--- src/rtl/multdiv_seq_pkg.sv ---
// Shared types and constants for the mult/div sequencer.
// Holds state and op encodings plus the default WAIT timeout.
package multdiv_seq_pkg;

    localparam int unsigned DEF_TIMEOUT_CYCLES = 40;

    typedef enum logic [1:0] {
        ST_IDLE  = 2'd0,
        ST_START = 2'd1,
        ST_WAIT  = 2'd2,
        ST_DONE  = 2'd3
    } state_e;

    typedef enum logic {
        OP_MUL = 1'b0,
        OP_DIV = 1'b1
    } op_e;

    // Counter width able to reach cycles-1 with one bit of headroom.
    function automatic int unsigned cnt_width(input int unsigned cycles);
        return $clog2(cycles) + 1;
    endfunction

endpackage

--- src/rtl/cycle_counter.sv ---
// Clearable up-counter with a terminal-count flag.
// Saturates at the terminal value so it never wraps.
module cycle_counter
    import multdiv_seq_pkg::*;
#(
    parameter int unsigned WIDTH    = cnt_width(DEF_TIMEOUT_CYCLES),
    parameter int unsigned TERMINAL = DEF_TIMEOUT_CYCLES - 1
) (
    input  logic clock,
    input  logic reset,
    input  logic clear_i,
    input  logic enable_i,
    output logic tc_o
);

    localparam logic [WIDTH-1:0] TC_VAL = WIDTH'(TERMINAL);

    logic [WIDTH-1:0] count_q;
    logic [WIDTH-1:0] count_d;

    assign tc_o = (count_q == TC_VAL);

    // Next count: clear dominates, then count up until terminal.
    always_comb begin
        count_d = count_q;
        if (clear_i) begin
            count_d = '0;
        end else if (enable_i && !tc_o) begin
            count_d = count_q + WIDTH'(1);
        end
    end

    // Count register.
    always_ff @(posedge clock or negedge reset) begin
        if (!reset) begin
            count_q <= '0;
        end else begin
            count_q <= count_d;
        end
    end

endmodule

--- src/rtl/multdiv_sequencer.sv ---
// Sequences one iterative mult/div operation on an external unit,
// stalling the pipeline until a result or a timeout is captured.
module multdiv_sequencer
    import multdiv_seq_pkg::*;
#(
    parameter int unsigned TIMEOUT_CYCLES = DEF_TIMEOUT_CYCLES
) (
    input  logic        clock,
    input  logic        reset,
    input  logic        is_mult,
    input  logic        is_div,
    input  logic [31:0] operand_a,
    input  logic [31:0] operand_b,
    input  logic        unit_resultRDY,
    input  logic [31:0] unit_result,
    input  logic        unit_exception,
    output logic        ctrl_MULT,
    output logic        ctrl_DIV,
    output logic [31:0] unit_a,
    output logic [31:0] unit_b,
    output logic        halt,
    output logic [31:0] result,
    output logic        exception,
    output logic        result_valid,
    output logic        timeout
);

    localparam int unsigned CNT_W = cnt_width(TIMEOUT_CYCLES);

    state_e      state_q;
    state_e      state_d;
    op_e         op_q;
    op_e         op_d;
    logic [31:0] a_q;
    logic [31:0] a_d;
    logic [31:0] b_q;
    logic [31:0] b_d;
    logic [31:0] res_q;
    logic [31:0] res_d;
    logic        exc_q;
    logic        exc_d;
    logic        tmo_q;
    logic        tmo_d;

    logic        req;
    logic        cnt_clr;
    logic        cnt_en;
    logic        cnt_tc;

    assign req = is_mult | is_div;

    cycle_counter #(
        .WIDTH    (CNT_W),
        .TERMINAL (TIMEOUT_CYCLES - 1)
    ) u_wait_cnt (
        .clock    (clock),
        .reset    (reset),
        .clear_i  (cnt_clr),
        .enable_i (cnt_en),
        .tc_o     (cnt_tc)
    );

    // Next-state, capture and output decode for the sequencer FSM.
    always_comb begin
        state_d      = state_q;
        op_d         = op_q;
        a_d          = a_q;
        b_d          = b_q;
        res_d        = res_q;
        exc_d        = exc_q;
        tmo_d        = tmo_q;
        ctrl_MULT    = 1'b0;
        ctrl_DIV     = 1'b0;
        cnt_clr      = 1'b0;
        cnt_en       = 1'b0;
        result_valid = 1'b0;
        halt         = 1'b0;
        unique case (state_q)
            ST_IDLE: begin
                halt = req;
                if (req) begin
                    op_d    = is_mult ? OP_MUL : OP_DIV;
                    a_d     = operand_a;
                    b_d     = operand_b;
                    state_d = ST_START;
                end
            end
            ST_START: begin
                halt    = req;
                cnt_clr = 1'b1;
                if (!req) begin
                    // Flushed before the unit was kicked off.
                    state_d = ST_IDLE;
                end else begin
                    ctrl_MULT = (op_q == OP_MUL);
                    ctrl_DIV  = (op_q == OP_DIV);
                    state_d   = ST_WAIT;
                end
            end
            ST_WAIT: begin
                halt   = req;
                cnt_en = 1'b1;
                if (!req) begin
                    state_d = ST_IDLE;
                end else if (unit_resultRDY) begin
                    res_d   = unit_result;
                    exc_d   = unit_exception;
                    state_d = ST_DONE;
                end else if (cnt_tc) begin
                    res_d   = '0;
                    exc_d   = 1'b1;
                    tmo_d   = 1'b1;
                    state_d = ST_DONE;
                end
            end
            ST_DONE: begin
                result_valid = 1'b1;
                state_d      = ST_IDLE;
            end
            default: begin
                state_d = ST_IDLE;
            end
        endcase
        // Stall request must drop as soon as reset is applied.
        if (!reset) begin
            halt = 1'b0;
        end
    end

    // State and captured-data registers.
    always_ff @(posedge clock or negedge reset) begin
        if (!reset) begin
            state_q <= ST_IDLE;
            op_q    <= OP_MUL;
            a_q     <= '0;
            b_q     <= '0;
            res_q   <= '0;
            exc_q   <= 1'b0;
            tmo_q   <= 1'b0;
        end else begin
            state_q <= state_d;
            op_q    <= op_d;
            a_q     <= a_d;
            b_q     <= b_d;
            res_q   <= res_d;
            exc_q   <= exc_d;
            tmo_q   <= tmo_d;
        end
    end

    assign unit_a    = a_q;
    assign unit_b    = b_q;
    assign result    = res_q;
    assign exception = exc_q;
    assign timeout   = tmo_q;

endmodule

--- config.mk ---
export PLATFORM = sky130hd
export DESIGN_NAME = multdiv_sequencer
export DESIGN_NICKNAME = d
export VERILOG_FILES = /design/src/rtl/multdiv_seq_pkg.sv /design/src/rtl/cycle_counter.sv /design/src/rtl/multdiv_sequencer.sv
export SDC_FILE = /design/constraint.sdc
export NUM_CORES = 1
export LEC_CHECK = 0
export ABC_AREA = 1
export CELL_PAD_IN_SITES_DETAIL_PLACEMENT = 1
export CELL_PAD_IN_SITES_GLOBAL_PLACEMENT = 2
export CORE_MARGIN = 5
export CORE_UTILIZATION = 25
export CTS_BUF_LIST = sky130_fd_sc_hd__clkbuf_8
export CTS_CLUSTER_DIAMETER = 50
export CTS_CLUSTER_SIZE = 12
export DETAILED_ROUTE_END_ITERATION = 10
export PLACE_DENSITY = 0.84
export SYNTH_ARGS = -nofsm -noshare
export SYNTH_HDL_FRONTEND = slang
export SYNTH_SLANG_ARGS = --single-unit
--- constraint.sdc ---
create_clock -name clock -period 2.4 [get_ports clock]
set_input_delay 0.36 -clock clock [delete_from_list [all_inputs] [get_ports clock]]
set_output_delay 0.36 -clock clock [all_outputs]
set_load 0.03 [all_outputs]
==> results <==
## what timing repair did
item                                    in CTS  in global routing
gates resized for setup                      1                  1
hold buffers                                 0                  0
endpoints found under the setup margin       1                  1
## placed cells by master, fill, tap and decap left out
cell type / Yosys / routed
dlygate4sd2_1: 0 / 1
clkinvlp_4: 0 / 1
xor2_1: 1 / 1
inv_6: 0 / 3
clkdlybuf4s50_1: 0 / 199
nand2_1: 254 / 253
nor2_4: 3 / 4
nand3_1: 74 / 74
nor2_2: 1 / 1
inv_2: 3 / 3
nand2_2: 1 / 2
a21oi_1: 1 / 1
clkinv_4: 0 / 1
clkbuf_8: 0 / 11
nand3_4: 1 / 1
ha_1: 1 / 1
o21ai_0: 5 / 5
nor2_1: 10 / 9
buf_12: 0 / 2
clkinv_2: 1 / 1
dfrtp_1: 108 / 108
buf_4: 2 / 7
o21bai_1: 1 / 1
nor3_1: 1 / 1
inv_1: 15 / 15
dlymetal6s2s_1: 0 / 1
nand4_1: 2 / 2
## layer usage
metal | share of wire (%) | up-vias
met1 | 41 | 1989
li1 | - | 1976
met2 | 49 | 122
met5 | 0 | -
met3 | 7.8 | 20
met4 | 1.7 | 0
## sequential cells by signal, indices dropped and copies added, names as in the netlist
register,flops
exception,1
op_q,1
result,32
state_q,2
timeout,1
u_wait_cnt.count_q,7
unit_a,32
unit_b,32
## final cells by class
type	count	area [um2]	share of cell area, %
Multi-Input combinational cell	356	1510	22.0
Timing Repair Buffer	210	2110	30.7
Inverter	19	72.6	1.06
Sequential cell	108	2700	39.4
Clock inverter	5	42.5	0.619
Tap cell	225	282	4.10
Clock buffer	11	151	2.20
## where the power goes
part	internal (uW)	switching [uW]	leakage (uW)
clock network	449	668	0.0000969
logic	1920	3120	0.00188
registers	2630	493	0.00135
total	5000	4290	0.00332
## stage by stage
step	cell area [um2]	worst slack (ns)	total power (uW)	util, %
floorplan	4430	0.995	5920	-
detailed placement	6670	0.118	8300	38.4
CTS	6870	0.0311	9480	39.6
global route	6870	0.141	9920	39.6
finish	6870	0.319	9290	39.6
global placement	6670	0.154	8170	38.4
## logic make-up (layout without fill, tap and decap cells)
group / count (synthesis) / count (layout) / share of synthesized area [%]
compound gates: 7 / 7 / 0.847
xor+xnor: 1 / 1 / 0.198
fa+ha+maj: 1 / 1 / 0.282
buf+inv: 46 / 245 / 5.16
flops: 108 / 108 / 61.0
simple gates: 347 / 347 / 32.5
## worst max path at each step
stage	from	end	slack, ns	depth (start not counted)
CTS	state_q[0]	ctrl_DIV	0.03	5
finish	state_q[0]	ctrl_MULT	0.32	5
floorplan	state_q[0]	ctrl_DIV	0.99	4
global placement	is_mult	ctrl_DIV	0.15	6
detailed placement	is_mult	ctrl_MULT	0.12	6
global route	state_q[0]	ctrl_MULT	0.14	5
==> results.toml <==
[outcome]
outcome = "finished, final reports clean"

[worst_setup_path]
path_class = "flip-flop to output pin"
crit_family = "buffers and inverters"
cp_max_fo = 4
cpMostUsedCell = "nor2_1"
r2r-end = "result[26]"
critPathBufInv = 2
crit_chain = "inv_1 -> nor2_1 -> nand2_1 -> nor2_1 -> dlygate4sd2_1"
worstReg2RegStart = "u_wait_cnt.count_q[0]"
arrival_ns = 1.72
r2r_cells = 8
critPathRequiredTime_ns = 2.04
critPathSlowestCell = "dfrtp_1"
start_kind = "flip-flop"
max_stage_delay_ns = 0.48
r2r_slack_ns = 0.62
end_kind = "output pin"

[power]
leakagePower_uw = 0.00332
irDropWorstVdd_v = 0.000580
powerDensity_mw_per_mm2 = 1350

[yosys]
synth_edf_count = 0
syn_nets = 613
ys_ff_latch = 108
ys.flop_type = "dfrtp_1"
async_flop_share_pct = 100
syn_area_per_cell_um2 = 8.69
synth_largest_area_cell = "dfrtp_1"
ys_warn_count = 0
ys_seq_area_share_pct = 61.0
synth_top_cells_by_count = "nand2_1, dfrtp_1, nand3_1"
yosys-top-cells-area = "dfrtp_1, nand2_1, nand3_1, buf_2, inv_1"
netlist_area_mm2 = 0.00443
yosysMostFrequentCell = "nand2_1"
synth_cells = 510
yosysTopAreaCellShare_pct = 61.0
synthDistinctLibCells = 23

[placed_design]
io_buffer_count = 203
dp_hpwl_mm = 11.0
routabilityCongestion = 0.772
dp.cells = 918

[die]
die_area_mm2 = 0.0205
dieHeight_um = 143
die_w_um = 143
coreArea_mm2 = 0.0174
io_pins = 204
start_util_pct = 25.5
floorplan.rows = 48

[global_routing]
grt_use_total_pct = 14.7
grt_pass1_vias = 4605
met2_usage_pct = 25.3
grt_util_met3_pct = 5.53
grt_start_max_net_pins = 66
antenna_found_initial = 0
overflow = 0
grt_pass1_wl_mm = 23.8
busiest_layer = "met2"
grt_use_met1_pct = 17.1

[detailed_routing]
first_pass_iters = 4
routedWlPerCell_um = 16.1
via_per_inst = 4.40
postRouteAntennaNets = 0
wirelength_mm = 15.1
route.vias.total = 4107
drc = 0
first_iter_violations = 127

[final_layout]
n_fill_cell = 1999
final_cell_count_no_fill = 934
insertedDiodeCount = 0
final_nets = 807
drive_gt1_share_pct = 5.22
area_growth_pct = 54.9

[cts]
cts_buffers = 9
clkTransAtPathRegs_ns = 0.11
tritoncts = "done"
cts_sinks = 108
root_buffer = "clkbuf_8"
cts_max_path_buffers = 2
htree_num_levels = 3
clkLatencyLatePin_ns = 0.38
postCtsSetupBuffers = 0

[sta]
setup_viol = 0
hold_viol_final = 0
setup_tns_ns = 0
worst_slew_pin_slew_ns = 0.771
timing.final.crit_share_pct = 86.7
hold_ws_ns = 0.135
fin_crit_ns = 2.08
maxSlewViolCount = 0
slew_headroom_pct = 48.6
finalClockSkew_ns = 0.0111
clock.fmax_mhz = 480
rsz0062_at_grt = "false"

[worst_hold_path]
min_path_type = "input port to asynchronous set/reset pin"

[job]
drv_cap = 0
(Power assumes the default switching activity.)
